===== src/rtl/wt_cache_pkg.sv =====
// Shared data-cache geometry and SHiP predictor definitions.
package wt_cache_pkg;

  localparam int DCACHE_SET_ASSOC    = 4;
  localparam int DCACHE_NUM_WORDS    = 16;
  localparam int DCACHE_CL_IDX_WIDTH = $clog2(DCACHE_NUM_WORDS);

  localparam int SHIP_SIG_WIDTH = 8;
  localparam int SHIP_CTR_WIDTH = 3;

  typedef logic [1:0] rrpv_t;

  localparam rrpv_t RRPV_NEAR    = 2'd0;
  localparam rrpv_t RRPV_LONG    = 2'd2;
  localparam rrpv_t RRPV_DISTANT = 2'd3;

  typedef enum logic [1:0] {
    SHCT_NOP,
    SHCT_INC,
    SHCT_DEC
  } shct_op_e;

endpackage


===== src/rtl/wt_dcache_ship_shct.sv =====
// Signature History Counter Table: saturating counters with one read-modify-write
// update port and a registered lookup port that sees the pre-update value.
module wt_dcache_ship_shct
  import wt_cache_pkg::*;
#(
  parameter int SIG_WIDTH = SHIP_SIG_WIDTH,
  parameter int CTR_WIDTH = SHIP_CTR_WIDTH
) (
  input  logic                 clk_i,
  input  logic                 rst_i,
  input  logic                 rd_en_i,
  input  logic [SIG_WIDTH-1:0] rd_sig_i,
  output logic                 rd_valid_o,
  output logic [CTR_WIDTH-1:0] rd_ctr_o,
  input  shct_op_e             upd_op_i,
  input  logic [SIG_WIDTH-1:0] upd_sig_i
);

  localparam int                   NUM_ENTRIES = 1 << SIG_WIDTH;
  localparam logic [CTR_WIDTH-1:0] CTR_MAX     = '1;
  localparam logic [CTR_WIDTH-1:0] CTR_ONE     = CTR_WIDTH'(1);

  logic [CTR_WIDTH-1:0] ctr_q [NUM_ENTRIES];
  logic [CTR_WIDTH-1:0] upd_ctr;
  logic [CTR_WIDTH-1:0] upd_ctr_d;
  logic                 rd_valid_q;
  logic [CTR_WIDTH-1:0] rd_ctr_q;

  always_comb begin
    upd_ctr   = ctr_q[upd_sig_i];
    upd_ctr_d = upd_ctr;
    case (upd_op_i)
      SHCT_INC: if (upd_ctr != CTR_MAX) upd_ctr_d = upd_ctr + CTR_ONE;
      SHCT_DEC: if (upd_ctr != '0)      upd_ctr_d = upd_ctr - CTR_ONE;
      default:  upd_ctr_d = upd_ctr;
    endcase
  end

  // Lookup samples ctr_q before this edge's update lands, giving pre-update data.
  always_ff @(posedge clk_i) begin
    if (rst_i) begin
      for (int i = 0; i < NUM_ENTRIES; i++) begin
        ctr_q[i] <= CTR_ONE;
      end
      rd_valid_q <= 1'b0;
      rd_ctr_q   <= CTR_ONE;
    end else begin
      if (upd_op_i != SHCT_NOP) begin
        ctr_q[upd_sig_i] <= upd_ctr_d;
      end
      if (rd_en_i) begin
        rd_valid_q <= 1'b1;
        rd_ctr_q   <= ctr_q[rd_sig_i];
      end
    end
  end

  assign rd_valid_o = rd_valid_q;
  assign rd_ctr_o   = rd_ctr_q;

endmodule


===== src/rtl/wt_dcache_ship_pred.sv =====
// SHiP insertion predictor: tracks per-line {valid, reused, sig} and trains the
// SHCT on fills (dead victims) and hits, producing an insertion RRPV per lookup.
module wt_dcache_ship_pred
  import wt_cache_pkg::*;
#(
  parameter int SIG_WIDTH = SHIP_SIG_WIDTH,
  parameter int CTR_WIDTH = SHIP_CTR_WIDTH
) (
  input  logic                                clk_i,
  input  logic                                rst_i,
  input  logic                                flush_i,
  input  logic                                pred_req_i,
  input  logic [SIG_WIDTH-1:0]                pred_sig_i,
  output logic                                pred_valid_o,
  output logic [1:0]                          pred_result_o,
  input  logic                                fill_i,
  input  logic [DCACHE_CL_IDX_WIDTH-1:0]      fill_idx_i,
  input  logic [$clog2(DCACHE_SET_ASSOC)-1:0] fill_way_i,
  input  logic [SIG_WIDTH-1:0]                fill_sig_i,
  input  logic                                hit_i,
  input  logic [DCACHE_CL_IDX_WIDTH-1:0]      hit_idx_i,
  input  logic [$clog2(DCACHE_SET_ASSOC)-1:0] hit_way_i,
  output logic                                conflict_o
);

  localparam logic [CTR_WIDTH-1:0] CTR_MAX = '1;

  logic                 valid_q  [DCACHE_NUM_WORDS][DCACHE_SET_ASSOC];
  logic                 reused_q [DCACHE_NUM_WORDS][DCACHE_SET_ASSOC];
  logic [SIG_WIDTH-1:0] sig_q    [DCACHE_NUM_WORDS][DCACHE_SET_ASSOC];

  logic                 fill_act;
  logic                 hit_act;
  logic                 vic_valid;
  logic                 vic_reused;
  logic [SIG_WIDTH-1:0] vic_sig;
  logic                 hit_valid;
  logic [SIG_WIDTH-1:0] hit_sig;
  shct_op_e             upd_op;
  logic [SIG_WIDTH-1:0] upd_sig;
  logic [CTR_WIDTH-1:0] rd_ctr;
  logic                 rd_valid;
  rrpv_t                rrpv;

  // A fill always wins over a same-cycle hit; a flush suppresses both.
  assign fill_act   = fill_i & ~flush_i;
  assign hit_act    = hit_i & ~fill_i & ~flush_i;
  assign conflict_o = fill_i & hit_i & ~flush_i & ~rst_i;

  assign vic_valid  = valid_q[fill_idx_i][fill_way_i];
  assign vic_reused = reused_q[fill_idx_i][fill_way_i];
  assign vic_sig    = sig_q[fill_idx_i][fill_way_i];
  assign hit_valid  = valid_q[hit_idx_i][hit_way_i];
  assign hit_sig    = sig_q[hit_idx_i][hit_way_i];

  always_comb begin
    upd_op  = SHCT_NOP;
    upd_sig = '0;
    if (fill_act && vic_valid && !vic_reused) begin
      upd_op  = SHCT_DEC;
      upd_sig = vic_sig;
    end else if (hit_act && hit_valid) begin
      upd_op  = SHCT_INC;
      upd_sig = hit_sig;
    end
  end

  always_ff @(posedge clk_i) begin
    if (rst_i) begin
      for (int w = 0; w < DCACHE_NUM_WORDS; w++) begin
        for (int a = 0; a < DCACHE_SET_ASSOC; a++) begin
          valid_q[w][a]  <= 1'b0;
          reused_q[w][a] <= 1'b0;
          sig_q[w][a]    <= '0;
        end
      end
    end else if (flush_i) begin
      for (int w = 0; w < DCACHE_NUM_WORDS; w++) begin
        for (int a = 0; a < DCACHE_SET_ASSOC; a++) begin
          valid_q[w][a]  <= 1'b0;
          reused_q[w][a] <= 1'b0;
        end
      end
    end else if (fill_act) begin
      valid_q[fill_idx_i][fill_way_i]  <= 1'b1;
      reused_q[fill_idx_i][fill_way_i] <= 1'b0;
      sig_q[fill_idx_i][fill_way_i]    <= fill_sig_i;
    end else if (hit_act && hit_valid) begin
      reused_q[hit_idx_i][hit_way_i] <= 1'b1;
    end
  end

  wt_dcache_ship_shct #(
    .SIG_WIDTH (SIG_WIDTH),
    .CTR_WIDTH (CTR_WIDTH)
  ) i_shct (
    .clk_i      (clk_i),
    .rst_i      (rst_i),
    .rd_en_i    (pred_req_i),
    .rd_sig_i   (pred_sig_i),
    .rd_valid_o (rd_valid),
    .rd_ctr_o   (rd_ctr),
    .upd_op_i   (upd_op),
    .upd_sig_i  (upd_sig)
  );

  // Counter-to-RRPV mapping is applied to the held counter, so the result stays stable.
  always_comb begin
    rrpv = RRPV_LONG;
    if (rd_ctr == '0) begin
      rrpv = RRPV_DISTANT;
    end else if (rd_ctr == CTR_MAX) begin
      rrpv = RRPV_NEAR;
    end
  end

  assign pred_valid_o  = rd_valid;
  assign pred_result_o = rrpv;

endmodule


===== config.mk =====
export PLATFORM = sky130hd
export DESIGN_NAME = wt_dcache_ship_pred
export DESIGN_NICKNAME = d
export VERILOG_FILES = /design/src/rtl/wt_cache_pkg.sv /design/src/rtl/wt_dcache_ship_shct.sv /design/src/rtl/wt_dcache_ship_pred.sv
export SDC_FILE = /design/constraint.sdc
export NUM_CORES = 2
export LEC_CHECK = 0
export BUFFER_PORTS_ARGS = -buffer_cell sky130_fd_sc_hd__buf_2
export CORE_UTILIZATION = 50
export DETAILED_ROUTE_END_ITERATION = 8
export PLACE_DENSITY = 0.65
export SKIP_CTS_REPAIR_TIMING = 1
export SLEW_MARGIN = 20
export SYNTH_ARGS = -nofsm -noshare
export SYNTH_HDL_FRONTEND = slang
export SYNTH_HIERARCHICAL = 1
export SYNTH_SLANG_ARGS = --single-unit

===== constraint.sdc =====
create_clock -name clk_i -period 22.7 [get_ports clk_i]
set_input_delay 3.405 -clock clk_i [delete_from_list [all_inputs] [get_ports clk_i]]
set_output_delay 3.405 -clock clk_i [all_outputs]
set_load 0.01 [all_outputs]

==> impl_metrics.tcl <==
set metrics [dict create \
    setup_viol 0 \
    ys_types 71 \
    vias 53530 \
    cts_made_buffers 159 \
    rrSetupSlack_ns 12.40 \
    final_nets 5434 \
    max-slew-margin-rel_pct 20.61 \
    netlist_instances 5671 \
    yosys-top-cells-count "edfxtp_1, mux4_2, a21oi_1" \
    yosys_warnings 6 \
    ys_top_cells_by_area "edfxtp_1, mux4_2, a21oi_1" \
    place.gp.congestion 0.9127 \
    io_pins 38 \
    hold_end "valid_q[15][1]" \
    clk_pin_slew_ns 0.06 \
    hold_class "register to register" \
    place_ws_ns 8.020 \
    finalCritPeriodShare_pct 61.77 \
    route.detailed.drc 0 \
    drv_slew 0 \
    run_status "complete, no violations" \
    yosysTopAreaCell "edfxtp_1" \
    layout-area-overhead-vs-synth_pct 8.372 \
    avgSynthCellArea_um2 13.92 \
    endpoint_kind "register" \
    power_density_nw_per_um2 71.72 \
    netlist.area_leader.share_pct 51.13 \
    fp.dieW_um 399.3 \
    finalWorstPathRequiredPeriod_ns 14.02 \
    wirelength_um 246800 \
    dieHeight_um 399.3 \
    crit_arrival_ns 14.53 \
    viasPerCell 7.067 \
    rr_startpoint "valid_q[9][0]" \
    grt_overflow_total 0 \
    finalClockSkew_ns 0.03954 \
    synth_nets 5711 \
    synth_edf_count 1344 \
    ys_seq_elements 1412 \
    layout-drive-gt1-share_pct 23.55 \
    hold_depth 2 \
    worst-r2r-cell-count 21 \
    nFillCells 12500 \
    cts-htree-levels 4 \
    cts_tree "done" \
    clk_latency_ns 0.83 \
    dpl.hpwl_um 153900 \
    setup_ws_ns 8.677 \
    grt_pass1_wl_um 359100 \
    fmax_mhz 71.31 \
    worstPathRequired_ns 23.21 \
    clock_path_buffers 3 \
    initialDrtViolationCount 7639 \
    maxCapViolations 0 \
    yosysMostFrequentCell "edfxtp_1" \
    port_buffers 37 \
    reg2reg_to "i_shct/ctr_q[50][2]" \
    async_flop_share_pct 0 \
    rsz0062_at_grt "no" \
    critical_path.max_fanout 81 \
    wl_per_cell_um 32.59 \
    min_from "valid_q[15][1]" \
    final.setup.tns_ns 0 \
    final-hold-violation-count 0 \
    core-area_um2 156400 \
    grt_pass1_vias 51320 \
    critPathLaunchType "input pin" \
    die_area_um2 159500 \
    total_power_mw 6.136 \
    antenna_left 0 \
    criticalPathCategory "input pin to register" \
    grt_use_total_pct 30.92 \
    initial_core_util_pct 50.48 \
    leakagePower_nw 29.86 \
    num_rows 145 \
    drt_first_pass_iters 5 \
    ys_seq_area_share_pct 52.85 \
    syn_area_um2 78940 \
    clock-sinks 1412 \
    tightest_slew_ns 1.191 \
    max-vdd-ir-drop_uv 81.32 \
    synth_ff_type "edfxtp_1" \
    antenna_found_initial 8 \
    grt_max_degree 195 \
    ctsRootBufferMaster "clkbuf_16" \
]
worst max path at each step:
stage / startpoint / to
floorplan: fill_idx_i[0] / i_shct/ctr_q[0][1]
global placement: hit_idx_i[0] / i_shct/ctr_q[100][2]
detailed placement: hit_idx_i[0] / i_shct/ctr_q[40][2]
CTS: hit_idx_i[0] / i_shct/ctr_q[103][2]
global route: hit_idx_i[0] / i_shct/ctr_q[62][2]
finish: hit_idx_i[0] / i_shct/ctr_q[50][2]
registers in the layout, indices dropped and copies added, names as in the netlist:
register	flops
sig_q	512
reused_q	64
i_shct/rd_valid_o	1
valid_q	64
i_shct/rd_ctr_o	3
i_shct/ctr_q	768
critical path: stages:
cell,delay [ns]
buf_8,0.50
buf_4,0.81
mux2i_1,0.17
a221o_1,0.37
o211ai_1,0.21
nand3_1,0.10
buf_4,0.26
nor3_4,0.64
a32o_4,0.85
buf_4,0.84
buf_4,0.78
mux4_2,0.60
mux2i_1,0.20
o22ai_1,0.10
o21ai_0,0.51
nor4b_1,0.36
nand4_2,0.24
ha_1,0.30
nand2_1,0.11
o2bb2a_4,0.86
buf_4,1.01
buf_4,0.80
a21oi_1,0.19
placed cells by master (no fill, tap or decap), types with 27 or more instances in the layout:
cell type and count:
a21o_1 37, a21oi_1 567, a22oi_1 53, and2_1 277
and3_1 246, buf_2 27, buf_4 136, clkbuf_1 34
clkbuf_16 163, clkinv_1 33, dfxtp_1 68, edfxtp_1 1344
mux2i_1 118, mux4_2 784, nand2_1 439, nand2b_1 291
nand3_1 44, nor2_1 141, nor2b_1 29, o21ai_0 32
o21bai_1 258, or2_2 51
through the flow:
stage | hold slack [ns] | util [%] | instance area [um2] | cells
after floorplan | 0.4291 | - | 78940 | 5671
after global placement | 0.4401 | 51.37 | 80340 | 7286
after detailed placement | 0.4444 | 51.46 | 80480 | 7291
after CTS | 0.4533 | 54.69 | 85540 | 7573
after global routing | 0.4719 | 54.70 | 85540 | 7573
final | 0.4539 | 54.70 | 85550 | 7575
layer usage:
| metal | global-route usage (%) | part of all wire (%) |
|---|---|---|
| met5 | 0 | 0.022 |
| met1 | 45.10 | 39 |
| met3 | 6.736 | 12 |
| met2 | 46.32 | 45 |
| met4 | 10.02 | 3.4 |
logic make-up (layout without fill, tap and decap cells):
family,count (synthesis),in the layout,share of synthesized area [%]
buf+inv,646,490,3.658
other cells,0,2,0
fa+ha+maj,6,6,0.09510
mux,907,907,23.93
flops,1412,1412,52.85
simple gates,1609,1609,10.80
compound gates,1091,1091,8.661
power by group:
group | switching (mW) | leakage [nW] | internal, mW | total [mW]
combinational | 0.382 | 14.3 | 0.233 | 0.614
clock | 1.10 | 2.47 | 1.44 | 2.54
sequential | 0.0472 | 13.1 | 2.93 | 2.98
area by class of cell:
cell class	count	area (um2)	area share (%)
clock inverter	79	769.5	0.8995
multi-input combinational	3613	34640	40.49
antenna	2	5.005	0.005850
clock buffer	203	4289	5.014
tap	2058	2575	3.010
sequential	1412	41720	48.77
inverter	29	108.9	0.1272
timing repair buffer	179	1443	1.686
(Power assumes the default switching activity.)
